===== config.mk =====
export PLATFORM = sky130hd
export DESIGN_NAME = nbody_pair_sched
export DESIGN_NICKNAME = d
export VERILOG_FILES = /design/src/rtl/nbody_pair_sched.sv
export SDC_FILE = /design/constraint.sdc
export NUM_CORES = 2
export LEC_CHECK = 0
export CAP_MARGIN = 20
export CELL_PAD_IN_SITES_DETAIL_PLACEMENT = 1
export CELL_PAD_IN_SITES_GLOBAL_PLACEMENT = 1
export CORE_MARGIN = 4
export CORE_UTILIZATION = 40
export CTS_CLUSTER_SIZE = 20
export DETAILED_ROUTE_END_ITERATION = 8
export GPL_TIMING_DRIVEN = 0
export PLACE_DENSITY = 0.74
export SYNTH_ARGS = -nofsm -noshare
export SYNTH_HDL_FRONTEND = slang
export SYNTH_SLANG_ARGS = --single-unit

===== constraint.sdc =====
create_clock -name clk -period 56.7 [get_ports clk]
set_input_delay 8.505 -clock clk [delete_from_list [all_inputs] [get_ports clk]]
set_output_delay 8.505 -clock clk [all_outputs]
set_load 0.005 [all_outputs]

===== src/rtl/nbody_pair_sched.sv =====
// Pair scheduler for the n-body force pipeline: issues every ordered pair (i, j), i != j,
// tracks in-flight pairs through a fixed-latency delay line, then hands off to the integrator.
module nbody_pair_sched #(
  parameter int BODY_ADDR_WIDTH = 9,
  parameter int LATENCY         = 122,
  parameter int STEP_WIDTH      = 16
) (
  input  logic                       clk,
  input  logic                       rst,
  input  logic                       go,
  input  logic                       abort,
  input  logic [BODY_ADDR_WIDTH:0]   n_bodies,
  input  logic [STEP_WIDTH-1:0]      gap,
  input  logic [STEP_WIDTH-1:0]      num_steps,
  input  logic                       pipe_ready,
  output logic                       pair_valid,
  output logic [BODY_ADDR_WIDTH-1:0] pair_i,
  output logic [BODY_ADDR_WIDTH-1:0] pair_j,
  output logic                       pair_first,
  output logic                       pair_last,
  output logic                       res_valid,
  output logic [BODY_ADDR_WIDTH-1:0] res_i,
  output logic                       res_last,
  output logic                       update_start,
  input  logic                       update_done,
  output logic                       snapshot,
  output logic [STEP_WIDTH-1:0]      step_count,
  output logic                       busy,
  output logic                       done,
  output logic [2:0]                 fsm_state
);
  localparam int AW = BODY_ADDR_WIDTH;
  localparam int NW = BODY_ADDR_WIDTH + 1;
  localparam logic [NW-1:0] MAX_N = {1'b1, {AW{1'b0}}};

  typedef enum logic [2:0] {IDLE, ISSUE, DRAIN, UPDATE, DONE} state_t;
  state_t state;

  logic [NW-1:0]         n_lat;
  logic [STEP_WIDTH-1:0] gap_lat, num_lat, gap_cnt;
  logic [NW-1:0]         n_clamp, n_m1, i_ext, j_ext, nxt_i, nxt_j;
  logic                  nxt_first, nxt_last, issue_end, accept;
  logic [STEP_WIDTH-1:0] step_next;

  logic [LATENCY-1:0] dl_v, dl_l, drain_pend;
  logic [AW-1:0]      dl_i [LATENCY];

  // Handshake: a pair transfers in any cycle where pair_valid && pipe_ready; while
  // pipe_ready is low the presented pair holds every field unchanged.
  assign accept    = pair_valid & pipe_ready;
  assign n_clamp   = (n_bodies > MAX_N) ? MAX_N : n_bodies;
  assign n_m1      = n_lat - NW'(1);
  assign i_ext     = {1'b0, pair_i};
  assign j_ext     = {1'b0, pair_j};
  assign step_next = step_count + STEP_WIDTH'(1);

  assign busy      = (state == ISSUE) || (state == DRAIN) || (state == UPDATE);
  assign done      = (state == DONE);
  assign fsm_state = state;

  assign res_valid = dl_v[LATENCY-1];
  assign res_last  = dl_l[LATENCY-1];
  assign res_i     = dl_i[LATENCY-1];

  function automatic logic [NW-1:0] last_j(input logic [NW-1:0] i, input logic [NW-1:0] nm1);
    return (i == nm1) ? nm1 - NW'(1) : nm1;
  endfunction

  always_comb begin
    nxt_i     = i_ext;
    nxt_j     = j_ext;
    nxt_first = 1'b0;
    nxt_last  = 1'b0;
    issue_end = 1'b0;
    if (pair_last) begin
      if (i_ext == n_m1) begin
        issue_end = 1'b1;
      end else begin
        nxt_i     = i_ext + NW'(1);
        nxt_j     = '0;
        nxt_first = 1'b1;
        nxt_last  = (last_j(i_ext + NW'(1), n_m1) == '0);
      end
    end else begin
      nxt_j = j_ext + NW'(1);
      if (nxt_j == i_ext) nxt_j = j_ext + NW'(2);
      nxt_last = (nxt_j == last_j(i_ext, n_m1));
    end
  end

  // The top stage is about to leave the line, so it does not hold DRAIN back.
  always_comb begin
    drain_pend = dl_v;
    drain_pend[LATENCY-1] = 1'b0;
  end

  always_ff @(posedge clk or posedge rst) begin
    if (rst) begin
      dl_v <= '0;
      dl_l <= '0;
      for (int k = 0; k < LATENCY; k++) dl_i[k] <= '0;
    end else if (abort) begin
      dl_v <= '0;
      dl_l <= '0;
      for (int k = 0; k < LATENCY; k++) dl_i[k] <= '0;
    end else begin
      for (int k = LATENCY - 1; k > 0; k--) begin
        dl_v[k] <= dl_v[k-1];
        dl_l[k] <= dl_l[k-1];
        dl_i[k] <= dl_i[k-1];
      end
      dl_v[0] <= accept;
      dl_l[0] <= pair_last;
      dl_i[0] <= pair_i;
    end
  end

  always_ff @(posedge clk or posedge rst) begin
    if (rst) begin
      state        <= IDLE;
      pair_valid   <= 1'b0;
      pair_i       <= '0;
      pair_j       <= '0;
      pair_first   <= 1'b0;
      pair_last    <= 1'b0;
      update_start <= 1'b0;
      snapshot     <= 1'b0;
      step_count   <= '0;
      n_lat        <= '0;
      gap_lat      <= '0;
      num_lat      <= '0;
      gap_cnt      <= '0;
    end else begin
      update_start <= 1'b0;
      snapshot     <= 1'b0;
      if (abort) begin
        state      <= IDLE;
        pair_valid <= 1'b0;
      end else begin
        case (state)
          IDLE, DONE: if (go) begin
            n_lat      <= n_clamp;
            gap_lat    <= gap;
            num_lat    <= num_steps;
            gap_cnt    <= gap;
            step_count <= '0;
            if (n_bodies < NW'(2)) begin
              state <= DONE;
            end else begin
              state      <= ISSUE;
              pair_valid <= 1'b1;
              pair_i     <= '0;
              pair_j     <= AW'(1);
              pair_first <= 1'b1;
              pair_last  <= (n_bodies == NW'(2));
            end
          end
          ISSUE: if (accept) begin
            if (issue_end) begin
              state      <= DRAIN;
              pair_valid <= 1'b0;
            end else begin
              pair_i     <= nxt_i[AW-1:0];
              pair_j     <= nxt_j[AW-1:0];
              pair_first <= nxt_first;
              pair_last  <= nxt_last;
            end
          end
          DRAIN: if (drain_pend == '0) begin
            state        <= UPDATE;
            update_start <= 1'b1;
          end
          UPDATE: if (update_done) begin
            step_count <= step_next;
            if (gap_lat != '0) begin
              if (gap_cnt == STEP_WIDTH'(1)) begin
                snapshot <= 1'b1;
                gap_cnt  <= gap_lat;
              end else begin
                gap_cnt <= gap_cnt - STEP_WIDTH'(1);
              end
            end
            if ((num_lat != '0) && (step_next == num_lat)) begin
              state <= DONE;
            end else begin
              state      <= ISSUE;
              pair_valid <= 1'b1;
              pair_i     <= '0;
              pair_j     <= AW'(1);
              pair_first <= 1'b1;
              pair_last  <= (n_lat == NW'(2));
            end
          end
          default: state <= IDLE;
        endcase
      end
    end
  end
endmodule

==> flow_summary.json <==
{
  "final.setup.worst_slack_ns": 45.41,
  "start_kind": "input port",
  "skew_ns": 0.0322,
  "timing.final.crit_share": 0.199,
  "ys_ff_latch": 1442,
  "power_frac_seq": 0.482,
  "slew_viol_final": 0,
  "path_buf_inv": 5,
  "p_int_w": 0.00167,
  "power_density_nw_per_um2": 38.3,
  "die_w_um": 362,
  "grt_pass1_wl_mm": 167,
  "slowest_stage": "clkbuf_1",
  "cp.arrival_ns": 11.85,
  "grt_max_degree": 137,
  "vias_per_cell": 4.75,
  "p_comb_frac": 0.098,
  "core-area_um2": 124000,
  "ir_worst_vdd_mv": 0.0296,
  "end_kind": "register",
  "dr_wl_met3_mm": 3.88,
  "drive_gt1_frac": 0.0642,
  "synth_area_um2": 50200,
  "drt-total-wl_mm": 99.0,
  "synthCells": 3819,
  "num_io_pins": 103,
  "required_ns": 57.27,
  "syn_avg_cell_area_um2": 13.1,
  "power_w": 0.00223,
  "clk_pin_slew_ns": 0.06,
  "critPathMaxStageDelay_ns": 0.87,
  "holdWs_ns": 0.433,
  "fin_cells": 5825,
  "crit_family": "buffers and inverters",
  "rows": 129,
  "start_util": 0.405,
  "numCtsBuffers": 147,
  "rsz0062_at_grt": "false",
  "die_y_um": 362,
  "cts_buffer_depth": 3,
  "async_flop_share": 1.00,
  "leakagePower_nw": 28.1,
  "cts_resized": 0,
  "tns_ns": 0,
  "max_freq_mhz": 88.6,
  "synth_edf_count": 0,
  "ys_types": 73,
  "vias": 27600,
  "syn_nets": 3876,
  "synth-seq-area-share": 0.719,
  "routedWlPerCell_um": 17.0,
  "synth_flop_cell": "dfrtp_1",
  "port_buffers": 102,
  "path_max_fanout": 10,
  "timing.slew.headroom": 0.230,
  "dp_hpwl_mm": 61.2,
  "top_layer": "met4",
  "layout.nets": 4142,
  "final_cell_mix": "dfrtp_1 (1442), nor2b_1 (1346), clkbuf_1 (234)",
  "status": "complete, no violations",
  "switchingPower_w": 0.000561,
  "netSwitchingFraction": 0.251,
  "setup_viol": 0,
  "critical_path_class": "in2reg",
  "antenna_found_initial": 3,
  "area_growth_syn_to_layout_pct": 16.2,
  "pre_cts_slack_ns": 44.58,
  "placed_cells": 5573,
  "hold_viol": 0,
  "cts_tree": "yes",
  "cp_cell_sequence": "clkdlybuf4s50_1 > clkbuf_1 > clkbuf_2 > clkbuf_1 > clkbuf_1 > nor2b_1",
  "path_common_cell": "clkbuf_1",
  "clkLatencyLatePin_ns": 0.76,
  "pwr-share-clk": 0.420,
  "layout_commonest_cell": "dfrtp_1",
  "hold_class": "reg2reg",
  "maxCapViolCount": 0,
  "cts_max_level": 4,
  "detailedRoute.firstPassIterationCount": 5,
  "overflow": 0,
  "drt_iter0_drc": 1468,
  "final_antenna_net_count": 0,
  "clockRootBuffer": "clkbuf_16",
  "gp_congestion": 0.845,
  "diodes": 0,
  "drcViolationCount": 0,
  "post_cts.repair.setup_buffers": 0,
  "ys_warn_count": 0,
  "min_period_ns": 11.29,
  "grt_use_total": 0.157,
  "route.met2.wl_mm": 48.5,
  "worst_pin_slew_ns": 1.16,
  "cts_sinks": 1442,
  "grt_pass1_vias": 31100,
  "ctsHoldBuffers": 0,
  "die-area_um2": 131000,
  "wl_met1_mm": 44.3
}
[power by group through the flow]
stage / combinational (W) / sequential (W) / clock (W)
2_1_floorplan: 0.000152 / 0.00109 / 0
3_3_place_gp: 0.000209 / 0.00110 / 0
3_5_place_dp: 0.000219 / 0.00109 / 0
4_1_cts: 0.000220 / 0.00108 / 0.000971
5_1_grt: 0.000246 / 0.00108 / 0.00102
6_report: 0.000219 / 0.00108 / 0.000938
[path summary, 6_finish.rpt]
path | from | to | slack, ns | cells after the start
min in group asynchronous | rst | dl_i[46]$_DFF_PP0_ | 8.31 | 2
worst min-delay path | dl_l[72]$_DFF_PP0_ | dl_l[73]$_DFF_PP0_ | 0.43 | 1
max in group asynchronous | rst | dl_i[682]$_DFF_PP0_ | 45.54 | 7
worst max-delay path | abort | dl_l[120]$_DFF_PP0_ | 45.41 | 6
worst max register to register | n_lat[0]$_DFFE_PP0P_ | pair_last$_DFFE_PP0P_ | 51.99 | 14
worst min register to register | dl_l[72]$_DFF_PP0_ | dl_l[73]$_DFF_PP0_ | 0.43 | 1
[sequential cells by signal, indices dropped and copies added, names as in the netlist]
register and cells:
fsm_state 3, num_lat 16, gap_cnt 16, dl_v 122
step_count 16, dl_i 1089, n_lat 10, pair_valid 1
res_i 9, snapshot 1, pair_j 9, pair_first 1
update_start 1, gap_lat 16, pair_last 1, pair_i 9
dl_l 122
[cells in the mapped netlist, drive strengths merged, types with 7 or more instances]
cell type | number | share of area
dfrtp | 1442 | 0.72
nor2b | 1346 | 0.17
clkbuf | 196 | 0.015
nand2 | 173 | 0.013
nor2 | 87 | 0.0065
o21ai | 80 | 0.0080
xnor2 | 60 | 0.010
nor4 | 50 | 0.0066
a21oi | 43 | 0.0044
nor3 | 29 | 0.0029
xor2 | 25 | 0.0044
nand3 | 24 | 0.0025
buf | 23 | 0.0028
a211oi | 20 | 0.0030
nand4 | 20 | 0.0026
inv | 18 | 0.0013
or3 | 15 | 0.0019
o31ai | 13 | 0.0019
and3 | 11 | 0.0014
and2 | 10 | 0.0012
ha | 9 | 0.0022
o41ai | 9 | 0.0016
or4 | 9 | 0.0016
o211ai | 7 | 0.0010
[layout make-up]
cell class | count | area [um^2]
repair buffers | 117 | 1380
flip-flops and latches | 1442 | 36100
multi-input cells | 2140 | 13200
plain buffers | 219 | 876
clock buffers | 219 | 4320
fillers | 12500 | 65800
inverters | 18 | 75.1
clock inverters | 33 | 362
well taps | 1637 | 2050
[kinds of logic after synthesis]
kind of cell / synth area share
and+or+nand+nor: 0.214
AOI/OAI and AO/OA: 0.0283
muxes: 0.00187
DFF: 0.719
adders and majority gates: 0.00224
buffers and inverters: 0.0188
xor gates and xnor gates: 0.0166
[per-stage QoR]
stage               utilization  area, um^2
finish                    0.470       58300
global route              0.470       58300
CTS                       0.470       58300
detailed placement        0.432       53600
global placement          0.429       53300
floorplan                     -       50200
[layer usage]
metal  GRT usage  up-vias
met3      0.0301      169
met4      0.0477        0
li1            -    12600
met2       0.262      430
met1       0.212    14500
met5           0        -
Power figures use the tool's default switching activity.
